### config.mk
export PLATFORM = sky130hd
export DESIGN_NAME = pulse_serial_deserialiser
export DESIGN_NICKNAME = d
export VERILOG_FILES = /design/src/rtl/pulse_serial_deserialiser.sv
export SDC_FILE = /design/constraint.sdc
export NUM_CORES = 1
export LEC_CHECK = 0
export ABC_AREA = 1
export BUFFER_PORTS_ARGS = -buffer_cell sky130_fd_sc_hd__buf_2
export CORE_MARGIN = 1
export CORE_UTILIZATION = 35
export CTS_BUF_LIST = sky130_fd_sc_hd__clkbuf_16
export CTS_CLUSTER_DIAMETER = 40
export CTS_CLUSTER_SIZE = 28
export DETAILED_ROUTE_END_ITERATION = 8
export GPL_TIMING_DRIVEN = 0
export HOLD_SLACK_MARGIN = 0.05
export PLACE_DENSITY = 0.51
export RECOVER_POWER = 25
export SETUP_SLACK_MARGIN = 0.1
export SLEW_MARGIN = 5
export SYNTH_ARGS = -nofsm -noshare
export SYNTH_HDL_FRONTEND = slang
export SYNTH_SLANG_ARGS = --single-unit
### constraint.sdc
create_clock -name clk -period 1.4 [get_ports clk]
set_input_delay 0.07 -clock clk [delete_from_list [all_inputs] [get_ports clk]]
set_output_delay 0.07 -clock clk [all_outputs]
set_load 0.01 [all_outputs]
### src/rtl/pulse_serial_deserialiser.sv
// -----------------------------------------------------------------------------
// pulse_serial_deserialiser
//
// Receive side of the pulse-triggered single-wire serialiser. It generates the
// periodic trigger that starts a serialiser frame, and it rebuilds the returned
// frame (WIDTH bits, MSB first, one bit per clk, valid_in marking the MSB)
// into a parallel word that is presented with a one-cycle strobe.
//
// Ports
//   clk         system clock
//   rst_n       asynchronous active-low reset
//   trig_en     enables periodic trigger generation
//   trig_out    one-cycle trigger pulse every TRIG_PERIOD clk cycles
//   serial_in   serialised data bit
//   valid_in    first-bit marker, high only during the MSB cycle
//   data_out    last completed word, MSB = first received bit
//   data_valid  one-cycle strobe when data_out updates
//   frame_err   one-cycle strobe when a frame restarts before completing
//   frame_cnt   count of good frames, wraps modulo 2^CNT_W
// -----------------------------------------------------------------------------
module pulse_serial_deserialiser #(
   parameter int WIDTH       = 13,
   parameter int TRIG_PERIOD = 64,
   parameter int CNT_W       = 8
) (
   input  logic             clk,
   input  logic             rst_n,
   input  logic             trig_en,
   output logic             trig_out,
   input  logic             serial_in,
   input  logic             valid_in,
   output logic [WIDTH-1:0] data_out,
   output logic             data_valid,
   output logic             frame_err,
   output logic [CNT_W-1:0] frame_cnt
);

   localparam int              BC_W      = $clog2(WIDTH + 1);
   localparam logic [15:0]     TRIG_LAST = 16'(TRIG_PERIOD - 1);
   localparam logic [BC_W-1:0] BIT_ONE   = BC_W'(1);
   localparam logic [BC_W-1:0] BIT_LAST  = BC_W'(WIDTH - 1);

   localparam logic [0:0] S_IDLE = 1'b0;
   localparam logic [0:0] S_RECV = 1'b1;

   // ---------------------------------------------------------------------------
   // Trigger generator
   // ---------------------------------------------------------------------------
   logic [15:0] r_trig_cnt;

   always_ff @(posedge clk or negedge rst_n) begin
      if (!rst_n) begin
         r_trig_cnt <= '0;
         trig_out   <= 1'b0;
      end else if (!trig_en) begin
         r_trig_cnt <= '0;
         trig_out   <= 1'b0;
      end else if (r_trig_cnt == TRIG_LAST) begin
         // Pulse is registered, so dropping trig_en while it is high cannot
         // cut it short.
         r_trig_cnt <= '0;
         trig_out   <= 1'b1;
      end else begin
         r_trig_cnt <= r_trig_cnt + 16'd1;
         trig_out   <= 1'b0;
      end
   end

   // ---------------------------------------------------------------------------
   // Receive FSM
   // ---------------------------------------------------------------------------
   // The shift register only ever needs to hold WIDTH-1 bits: the final bit is
   // taken straight from serial_in when the word is committed to data_out.
   logic [0:0]       r_state;
   logic [WIDTH-2:0] r_shift;
   logic [BC_W-1:0]  r_bit_cnt;
   logic [WIDTH-1:0] w_word;
   logic             w_last;

   assign w_word = {r_shift, serial_in};
   assign w_last = (r_bit_cnt == BIT_LAST);

   always_ff @(posedge clk or negedge rst_n) begin
      if (!rst_n) begin
         r_state    <= S_IDLE;
         r_shift    <= '0;
         r_bit_cnt  <= '0;
         data_out   <= '0;
         data_valid <= 1'b0;
         frame_err  <= 1'b0;
         frame_cnt  <= '0;
      end else begin
         data_valid <= 1'b0;
         frame_err  <= 1'b0;
         case (r_state)
            S_IDLE: begin
               if (valid_in) begin
                  r_shift   <= {{(WIDTH-2){1'b0}}, serial_in};
                  r_bit_cnt <= BIT_ONE;
                  r_state   <= S_RECV;
               end
            end
            default: begin
               if (valid_in) begin
                  // Premature restart: drop the partial word and treat this
                  // edge as the MSB of a new frame.
                  frame_err <= 1'b1;
                  r_shift   <= {{(WIDTH-2){1'b0}}, serial_in};
                  r_bit_cnt <= BIT_ONE;
               end else if (w_last) begin
                  data_out   <= w_word;
                  data_valid <= 1'b1;
                  frame_cnt  <= frame_cnt + CNT_W'(1);
                  r_bit_cnt  <= '0;
                  r_state    <= S_IDLE;
               end else begin
                  r_shift   <= w_word[WIDTH-2:0];
                  r_bit_cnt <= r_bit_cnt + BIT_ONE;
               end
            end
         endcase
      end
   end

endmodule

# Word-level counts from Yosys, hierarchy flattened
# Index checks and enable logic that the tools add are counted.
word_totals:
  regBits: 57
  latchBits: 0
  ram_bits: 0
  mem_bits_ro: 0
  inputBits: 5
  elab_cells: 39
  n_memories: 0
op_classes:
  n_addsub: 3
  mul: 0
  div_mod_pow: 0
  n_lt_le_gt_ge: 0
  n_eq_ne: 3
  shift: 0
  mux: 20
  bitwise_logic: 1
  n_reduce_logical: 3
op_table:
  columns: ["cell", "n"]
  rows:
  - ["two-way mux 12 bit", 4]
  - ["two-way mux 16 bit", 2]
  - ["adder 16 x 1 -> 16 bit (second input constant)", 1]
  - ["equality test 16 x 6 -> 1 bit (second input constant)", 1]
  - ["two-way mux 4 bit", 4]
  - ["two-way mux 1 bit", 10]
  - ["adder 8 x 1 -> 8 bit (second input constant)", 1]
  - ["adder 4 x 1 -> 4 bit (second input constant)", 1]
  - ["equality test 4 bit (second input constant)", 1]
  - ["AND reduction 3 bit", 1]
  - ["!= test 2 bit (second input constant)", 1]
  - ["AND reduction 2 bit", 1]
  - ["nonzero test 2 bit", 1]
  - ["inverter 1 bit", 1]

# Longest topological paths before layout
# Gate-level depths: netlist (run 1).
logic_depth:
  word_depth: 4
  depth_mapped: 8

# Worst setup path after synthesis (run 1)
# OpenSTA, ideal clock, no wires.
synth_path:
  path_type: "register to register"
  start: "register r_bit_cnt[0]"
  end: "register data_out[10]"
  arrival_time_ps: 1208
  t_required_ps: 1282
  slack_ps: 73
  path_stages_with_launch: 9
  period_less_slack_ps: 1327
  cell_sequence: "dfrtp_1 > inv_1 > ha_1 > nand3_2 > nor2_4 > inv_2 > buf_6 > nand2_1 > o21ai_2"
synth_between:
  elab_chain_cells: 2
synth_rtl:
  columns: ["item", "line", "source"]
  rows:
  - ["start, declared", "76", "logic [BC_W-1:0] r_bit_cnt;"]
  - ["start signal, assigned", "118", "r_bit_cnt <= r_bit_cnt + BIT_ONE;"]
  - ["equality test 4 bit", "81", "assign w_last = (r_bit_cnt == BIT_LAST);"]
  - ["AND reduction 3 bit (no line)", null, null]
  - ["end signal, assigned", "111", "data_out <= w_word;"]
  - ["end, declared", "32", "output logic [WIDTH-1:0] data_out,"]
# No other way between the ends.
# A chain may end at the register's enable or synchronous reset.

# Worst setup path after layout (run 1)
layout_path:
  start: "register r_bit_cnt[1]"
  end: "register frame_cnt[4]"
layout_between:
  elab_chain_cells: 2
layout_rtl:
  columns: ["item", "line", "source"]
  rows:
  - ["equality test 4 bit", "81", null]
  - ["AND reduction 3 bit (no line)", null, null]
  - ["end signal, assigned", "113", "frame_cnt <= frame_cnt + CNT_W'(1);"]
  - ["end, declared", "35", "output logic [CNT_W-1:0] frame_cnt"]
# No other way between the ends.

==> results.cfg, run 1 <==
[placed_design]
dp_hpwl_um = 3330
pre_cts_slack_ns = -0.0466
place_area_sq_mm = 0.00288
place.gp.congestion = 0.781
io_buffers = 28

[job]
drv_cap = 0

[clocking]
root_buffer = clkbuf_16
cts.sinks = 57
cts_buffers = 9
clk_latency_ns = 0.32
tritoncts = built
clk_pin_slew_ns = 0.05
clock_path_buffers = 2
cts_max_level = 3

[status]
outcome = completed

[sta]
min_period_ns = 1.37
hold_viol = 0
fin_ws_ns = 0.0323
period_share_pct = 97.7
worstMarginPinSlew_ns = 0.784
rsz0062_at_grt = yes
maxSlewViolCount = 0
finClkSkew_ns = 0.00464
finalSetupViolations = 0
fmax_mhz = 731
worst_slew_margin_rel_pct = 47.7

[critical_path]
start_kind = flop
end_kind = flop
cpPeakStageDelay_ns = 0.38
required_ns = 1.60
crit_top_cell = nand3_4
worstPathArrival_ns = 1.57
path_max_fanout = 5
crit_type = flop to flop
slowest_stage = dfrtp_1
path_cells = inv_2 -> ha_4 -> nand3_4 -> nor2_4 -> buf_8 -> nand3_4 -> xnor2_2

[pwr]
p_switching_mw = 0.909
leakage_nw = 1.60
seqPwrFrac_pct = 37.4
power.density_mw_per_mm2 = 1300
p_sw_share_pct = 19.8
pwr-share-comb_pct = 4.0
pwr-share-clk_pct = 58.6
irDropWorstVdd_mv = 0.673
p_int_mw = 3.67

[detailed_routing]
drtAntennaViolNets = 0
drtIter0Drc = 74
dr_total_vias = 1967
drt-total-wl_um = 5280
viasPerCell = 4.48
first_pass_iters = 4
wl_per_cell_um = 12.0
drcViolationCount = 0

[layout]
nFillCells = 691
finalInstanceArea_sq_mm = 0.00354
fin_nets = 344
synthToLayoutAreaGrowth_pct = 36.5
utilization_pct = 49.0
antenna_cells = 0
multi_input_area_sq_mm = 0.00114
final_cell_mix = 56 x dfrtp_1, 54 x nand2_1, 33 x inv_1, 29 x nor2_1, 20 x clkbuf_1
mostFrequentLayoutCell = dfrtp_1
regArea_sq_mm = 0.00143
drive_gt1_share_pct = 27.4

[yosys]
yosysTopAreaCellShare_pct = 55.0
synth.area.top_cells = dfrtp_1 55%, nand2_1 10%, inv_1 5.1%
syn_area_sq_mm = 0.00259
yosysSeqAreaShare_pct = 55.0
synth_nets = 290
yosys_warnings = 0
synth.distinct_cells = 29
ys_ff_latch = 57
synth_largest_area_cell = dfrtp_1
syn_area_per_cell_sq_um = 9.22
syn_inst = 281

[floorplan]
dieArea_sq_mm = 0.00775
die_h_um = 88.0
core_sq_mm = 0.00721
die_w_um = 88.0
start_util_pct = 35.9
ios = 29
num_rows = 31

[grt]
grt_pass1_vias = 1849
grt_max_degree = 58
grt_antenna_before_repair = 0
grt-ovfl-total = 0
grt_pass1_wl_um = 9020
track_usage_pct = 15.6

[min_path]
hold_class = input port to asynchronous set/reset pin
-- registers in the layout, summed over array words and instances (netlist names) --
register    flops
r_bit_cnt       4
data_out       13
trig_out        1
frame_cnt       8
r_shift        12
r_trig_cnt     16
data_valid      1
frame_err       1
r_state         1
-- power groups by stage --
stage	combinational (mW)	sequential, mW	clock (mW)
final	0.181	1.71	2.69
after global routing	0.210	1.72	2.82
after floorplan	0.0801	1.74	0
after detailed placement	0.156	1.74	0
after global placement	0.152	1.74	0
after CTS	0.181	1.71	2.75
-- cells by family after synthesis --
family	synth area share, %
AOI/OAI and AO/OA	8.98
adders and majority gates	1.93
buffers and inverters	7.19
and+or+nand+nor	21.8
DFF	55.0
xor gates and xnor gates	5.02
-- worst max-delay path, delay by kind of cell (launching register included) --
kind                     cells  cell delay [ns]
flip-flops                   1             0.38
AND/OR/NAND/NOR              3             0.36
buffers and inverters        2             0.24
adder cells (fa/ha/maj)      1             0.14
XOR/XNOR                     1             0.13
-- metal layers --
metal / global-route usage (%) / up-vias / share of wire (%)
li1: - / 1006 / -
met1: 21.2 / 924 / 48
met2: 23.0 / 30 / 47
met3: 4.52 / 7 / 2.7
met4: 7.04 / 0 / 1.4
met5: 0 / - / 0
-- area by class of cell --
type,count,share of cell area (%)
Buffer,6,2.05
Clock buffer,9,6.37
Clock inverter,7,4.03
Inverter,36,3.89
Multi-Input combinational cell,182,32.3
Sequential cell,57,40.4
Tap cell,99,3.50
Timing Repair Buffer,43,7.50
-- synth_stat cells --
master and number:
nand2_2 3, clkbuf_1 1, xor2_1 8, nor2_1 33, inv_2 1, buf_6 2
inv_1 35, nand4_1 6, xnor2_1 5, nand3_4 1, nor3_1 2, ha_1 4
nand2_1 69, buf_8 1, o21ai_0 7, xnor2_2 1, nand3_2 1, o21ai_1 1
o21ai_2 12, dfrtp_1 57, nor3b_1 1, a31oi_1 1, o22ai_1 11, nor2_2 4
nand3_1 9, nor2_4 1, buf_2 2, a21oi_1 1, o21bai_1 1
-- final timing paths --
kind / startpoint / endpoint / slack (ns) / cells after the start
worst max-delay path: r_bit_cnt[1] / frame_cnt[4] / 0.03 / 7
worst min-delay path: rst_n / frame_cnt[4] / 0.39 / 2
worst max register to register: r_bit_cnt[1] / frame_cnt[4] / 0.03 / 7
worst min register to register: data_out[0] / data_out[0] / 0.48 / 2
max in group asynchronous: rst_n / r_trig_cnt[0] / 0.46 / 2
min in group clk: data_out[0] / data_out[0] / 0.48 / 2
-- per-stage QoR --
stage / setup TNS, ns / power [mW] / cells / hold WS, ns
after floorplan: 0 / 1.82 / 281 / -0.226
after global placement: -0.321 / 1.89 / 408 / 0.308
after detailed placement: -0.409 / 1.89 / 408 / 0.189
after CTS: 0 / 4.64 / 437 / 0.392
after global routing: -0.341 / 4.75 / 439 / 0.483
final: 0 / 4.58 / 439 / 0.394
-- repair_timing --
action	in CTS	in global routing
pin swaps	4	7
buffers inserted	8	3
endpoints found under the setup margin	39	44
resized for setup	17	32
endpoints found under the hold margin	66	0
hold buffers	4	0
cloned	1	0
(Power assumes the default switching activity.)
==> run 2: changes to the inputs <==
- CELL_PAD_IN_SITES_DETAIL_PLACEMENT: default -> 0
- CELL_PAD_IN_SITES_GLOBAL_PLACEMENT: default -> 1
- PLACE_DENSITY: 0.51 -> 0.64
==> run 2 against run 1 <==
  * Power fell by 13%
  * Sequential cell count did not move
  * Core utilization shrank 1.4 points
  * Combinational power is essentially flat
  * Cell count grew 0.91%
  * Non-clock buffer count is 4 higher
  * Setup slack improved by 0.016 ns
  * Fmax rose by 1.2%
  * Global-route usage increased by 0.60 points
  * Cell area down 2.8%
  * Critical path type unchanged
  * Largest power group unchanged
==> results.cfg, run 2 (same netlist as run 1, synthesis figures left out) <==
[detailed_routing]
viasPerCell = 4.41
drtAntennaViolNets = 0
first_pass_iters = 4
drt-total-wl_um = 5290
dr_total_vias = 1954
drtIter0Drc = 87
wl_per_cell_um = 11.9
drcViolationCount = 0

[critical_path]
path_cells = inv_2 -> ha_4 -> nand3_4 -> nor2_4 -> buf_8 -> nand3_4 -> xnor2_2
crit_type = flop to flop
start_kind = flop
required_ns = 1.60
crit_family = flip-flops
crit_path_start = r_bit_cnt[0]
slowest_stage = dfrtp_1
crit_top_cell = nand3_4
r2r-start = r_bit_cnt[0]
end_kind = flop
worstPathArrival_ns = 1.55
path_buf_inv = 2
cpPeakStageDelay_ns = 0.38
path_max_fanout = 7

[sta]
hold_viol = 0
min_period_ns = 1.35
finalSetupViolations = 0
worst_slew_margin_rel_pct = 46.8
worstMarginPinSlew_ns = 0.798
fin_ws_ns = 0.0485
period_share_pct = 96.5
fmax_mhz = 740
finClkSkew_ns = 0.00537
maxSlewViolCount = 0
rsz0062_at_grt = yes

[grt]
grt_pass1_wl_um = 9330
grt_pass1_vias = 1960
track_usage_pct = 16.2
grt-ovfl-total = 0
grt_antenna_before_repair = 0
grt_max_degree = 58

[pwr]
pwr-share-comb_pct = 4.5
pwr-share-clk_pct = 52.3
p_switching_mw = 0.869
p_int_mw = 3.11
power.density_mw_per_mm2 = 1160
irDropWorstVdd_mv = 0.595
p_sw_share_pct = 21.9
leakage_nw = 1.56
seqPwrFrac_pct = 43.1

[placed_design]
dp_hpwl_um = 3500
pre_cts_slack_ns = -0.0505
place.gp.congestion = 0.749
io_buffers = 28

[layout]
utilization_pct = 47.6
final_cell_mix = 57 x nand2_1, 57 x dfrtp_1, 33 x inv_1, 30 x nor2_1, 24 x clkbuf_1
nFillCells = 730
synthToLayoutAreaGrowth_pct = 32.6
reg.largest.list = r_trig_cnt: 16 flops, data_out: 13 flops, r_shift: 12 flops
largest_register_ffs = 16
fin_nets = 348
regMostFlops = r_trig_cnt
drive_gt1_share_pct = 24.7
antenna_cells = 0

[clocking]
cts_buffers = 9
clock_path_buffers = 2
root_buffer = clkbuf_16
clk_latency_ns = 0.32
tritoncts = built
cts_max_level = 3
clk_pin_slew_ns = 0.05
cts.sinks = 57

[floorplan]
num_rows = 31
dieArea_sq_mm = 0.00775
die_w_um = 88.0
ios = 29
core_sq_mm = 0.00721
start_util_pct = 35.9
die_h_um = 88.0

[job]
drv_cap = 0

[min_path]
hold_class = input port to asynchronous set/reset pin

[status]
outcome = completed
-- run 2: worst paths after layout --
check	endpoint	slack [ns]	cells after the start
hold reg to reg	data_out[6]	0.48	2
max in group asynchronous	frame_cnt[4]	0.47	2
setup / recovery	frame_cnt[4]	0.05	7
hold / removal	r_trig_cnt[2]	0.40	2
min in group clk	data_out[6]	0.48	2
setup reg to reg	frame_cnt[4]	0.05	7
-- run 2: power by group through the flow --
stage | registers [mW] | logic [mW] | clock network (mW)
final | 1.71 | 0.180 | 2.08
after global routing | 1.72 | 0.214 | 2.24
after CTS | 1.71 | 0.176 | 2.14
after detailed placement | 1.74 | 0.153 | 0
after global placement | 1.74 | 0.152 | 0
after floorplan | 1.74 | 0.0801 | 0
-- run 2: metal layers --
layer	vias to the layer above	GRT usage, %	wire [um]
met2	20	25.0	2550
met5	-	0	0
li1	999	-	-
met4	0	6.16	73
met3	8	5.47	118
met1	927	21.0	2550
-- run 2: layout make-up --
type	instances	area (sq um)	area share (%)
tap	99	124	3.61
clock inverter	7	61.3	1.78
buffer	6	77.6	2.26
inverter	36	138	4.01
sequential	57	1430	41.5
multi-input combinational	182	1100	32.0
timing repair buffer	47	285	8.30
clock buffer	9	225	6.55
-- run 2: repair_timing --
action | CTS | global route
hold buffers | 4 | 0
gates resized for setup | 18 | 22
endpoints found under the hold margin | 62 | 0
buffers inserted | 9 | 6
pin swaps | 3 | 6
setup endpoints to repair | 39 | 43
-- run 2: worst register-to-register path: stages (launching register included) --
cell and delay [ns]:
dfrtp_1 0.38, inv_2 0.08, ha_4 0.13, nand3_4 0.10, nor2_4 0.18, buf_8 0.16
nand3_4 0.07, xnor2_2 0.13
-- run 2: per-stage QoR --
stage                     hold WS (ns)  power [mW]  TNS (ns)  instance area [sq um]  std cells
after floorplan                 -0.226        1.82         0                   2610        281
after global placement           0.308        1.89    -0.446                   2880        408
after detailed placement         0.190        1.89    -0.424                   2880        408
after CTS                        0.400        4.02         0                   3330        437
after global routing             0.499        4.17   -0.0964                   3440        443
final                            0.405        3.98         0                   3440        443
==> run 3: changes to the inputs <==
- CORE_UTILIZATION: 35 -> 30
- PLACE_DENSITY: 0.64 -> 0.56
==> run 3 against run 2 <==
  * Power decreased by 5.6%
  * Via count is 1.3% higher
  * Critical path depth did not move
  * Fmax is 1.2% lower
  * Clock-buffer cell count unchanged
  * Wire length is 1.9% higher
  * Core utilization down 6.6 points
  * Cell count is 0.23% lower
  * Sequential cell count unchanged
  * Hold slack lost 0.0028 ns
  * Critical endpoint unchanged
  * Largest cell class unchanged
==> results.cfg, run 3 (same netlist as run 1, synthesis figures left out) <==
[grt]
grt_max_degree = 58
grt_pass1_wl_um = 9300
grt_antenna_before_repair = 0
track_usage_pct = 13.7
grt-ovfl-total = 0
grt_pass1_vias = 1927

[layout]
regArea_sq_mm = 0.00143
mostFrequentLayoutCell = nand2_1
multi_input_area_sq_mm = 0.00114
fin_nets = 342
finalInstanceArea_sq_mm = 0.00340
final_cell_mix = 57 x nand2_1, 56 x dfrtp_1, 34 x inv_1, 28 x nor2_1, 23 x clkbuf_1
antenna_cells = 0
nFillCells = 858
drive_gt1_share_pct = 24.0
regMostFlops = r_trig_cnt
reg.largest.list = r_trig_cnt: 16 flops, data_out: 13 flops, r_shift: 12 flops
largest_register_ffs = 16
synthToLayoutAreaGrowth_pct = 31.2

[detailed_routing]
viasPerCell = 4.48
wl_per_cell_um = 12.2
drt-total-wl_um = 5390
drcViolationCount = 0
top_layer = met4
wl_met2_um = 2450
drtIter0Drc = 71
drtAntennaViolNets = 0
dr_total_vias = 1980
wl_met3_um = 146
first_pass_iters = 4
drt-met1-wl_um = 2670

[pwr]
power.density_mw_per_mm2 = 1100
p_int_mw = 2.91
pwr-share-clk_pct = 49.5
seqPwrFrac_pct = 45.7
p_sw_share_pct = 22.5
pwr-share-comb_pct = 4.8
p_switching_mw = 0.846
irDropWorstVdd_mv = 0.631
leakage_nw = 1.52

[sta]
worstMarginPinSlew_ns = 0.799
maxSlewViolCount = 0
fmax_mhz = 731
min_period_ns = 1.37
worst_slew_margin_rel_pct = 46.7
setup_tns_ns = 0
fin_ws_ns = 0.0316
period_share_pct = 97.7
finClkSkew_ns = 0.00264
hold_viol = 0
finalSetupViolations = 0
rsz0062_at_grt = yes

[placed_design]
io_buffers = 28
place.gp.congestion = 0.723
dp_hpwl_um = 3570
pre_cts_slack_ns = -0.0519
place_area_sq_mm = 0.00289

[critical_path]
path_buf_inv = 2
crit_top_cell = nand3_4
crit_family = flip-flops
start_kind = flop
path_cells = inv_2 -> ha_4 -> nand3_4 -> nor2_4 -> buf_8 -> nand3_4 -> xnor2_2
end_kind = flop
slowest_stage = dfrtp_1
path_max_fanout = 9
cpPeakStageDelay_ns = 0.39
crit_type = flop to flop
required_ns = 1.60
rrSetupSlack_ns = 0.03
worstPathArrival_ns = 1.57

[job]
drv_cap = 0

[status]
outcome = completed

[floorplan]
die_w_um = 94.9
core_sq_mm = 0.00830
dieArea_sq_mm = 0.00901
ios = 29
start_util_pct = 31.2
die_h_um = 94.9
num_rows = 33

[clocking]
clk_latency_ns = 0.32
clock_path_buffers = 2
tritoncts = built
root_buffer = clkbuf_16
clk_pin_slew_ns = 0.05
cts_max_level = 3
cts.sinks = 57
cts_buffers = 9

[min_path]
hold_class = input port to asynchronous set/reset pin
run 3: changes by cell type in the layout (fill, tap and decap cells not counted), sizes merged:
| cell | before | now |
|---|---|---|
| buf | 24 | 18 |
| clkinv | 5 | 4 |
| bufinv | 1 | 0 |
| inv | 36 | 37 |
run 3: cell type report:
cell class / count / share of cell area, %
Multi-Input combinational cell: 182 / 33.4
Tap cell: 105 / 3.86
Clock inverter: 6 / 0.809
Buffer: 6 / 2.17
Clock buffer: 9 / 6.62
Inverter: 36 / 4.05
Sequential cell: 57 / 42.0
Timing Repair Buffer: 41 / 7.10
run 3: power groups by stage:
stage / sequential (mW) / combinational, mW / clock (mW)
4_1_cts: 1.71 / 0.181 / 1.91
6_report: 1.72 / 0.181 / 1.86
3_5_place_dp: 1.74 / 0.155 / 0
5_1_grt: 1.72 / 0.211 / 1.98
3_3_place_gp: 1.74 / 0.155 / 0
2_1_floorplan: 1.74 / 0.0801 / 0
run 3: path summary, 6_finish.rpt:
check                        startpoint        endpoint  depth (start not counted)
max in group asynchronous         rst_n   r_trig_cnt[2]                          2
max reg2reg                r_bit_cnt[1]    frame_cnt[4]                          7
min reg2reg                data_out[11]    data_out[11]                          2
min in group clk           data_out[11]    data_out[11]                          2
min                               rst_n  r_trig_cnt[15]                          2
max                        r_bit_cnt[1]    frame_cnt[4]                          7
run 3: metal layers:
layer | vias to the layer above | global-route usage, %
li1 | 995 | -
met1 | 949 | 18.6
met4 | 0 | 7.20
met2 | 27 | 20.1
met5 | - | 0
met3 | 9 | 3.14
run 3: what timing repair did:
action,4_1_cts,5_1_grt
setup buffers,8,1
hold endpoints to repair,66,0
hold buffers,4,0
setup endpoints to repair,41,40
resized for setup,22,24
pin swaps,3,8
run 3: stage by stage:
| step | std cells | utilization (%) | power, mW | hold WS (ns) |
|---|---|---|---|---|
| after floorplan | 281 | - | 1.82 | -0.226 |
| after global placement | 414 | 34.8 | 1.89 | 0.307 |
| after detailed placement | 414 | 34.8 | 1.89 | 0.194 |
| after CTS | 441 | 40.1 | 3.81 | 0.402 |
| after global routing | 442 | 41.0 | 3.91 | 0.504 |
| final | 442 | 41.0 | 3.75 | 0.402 |
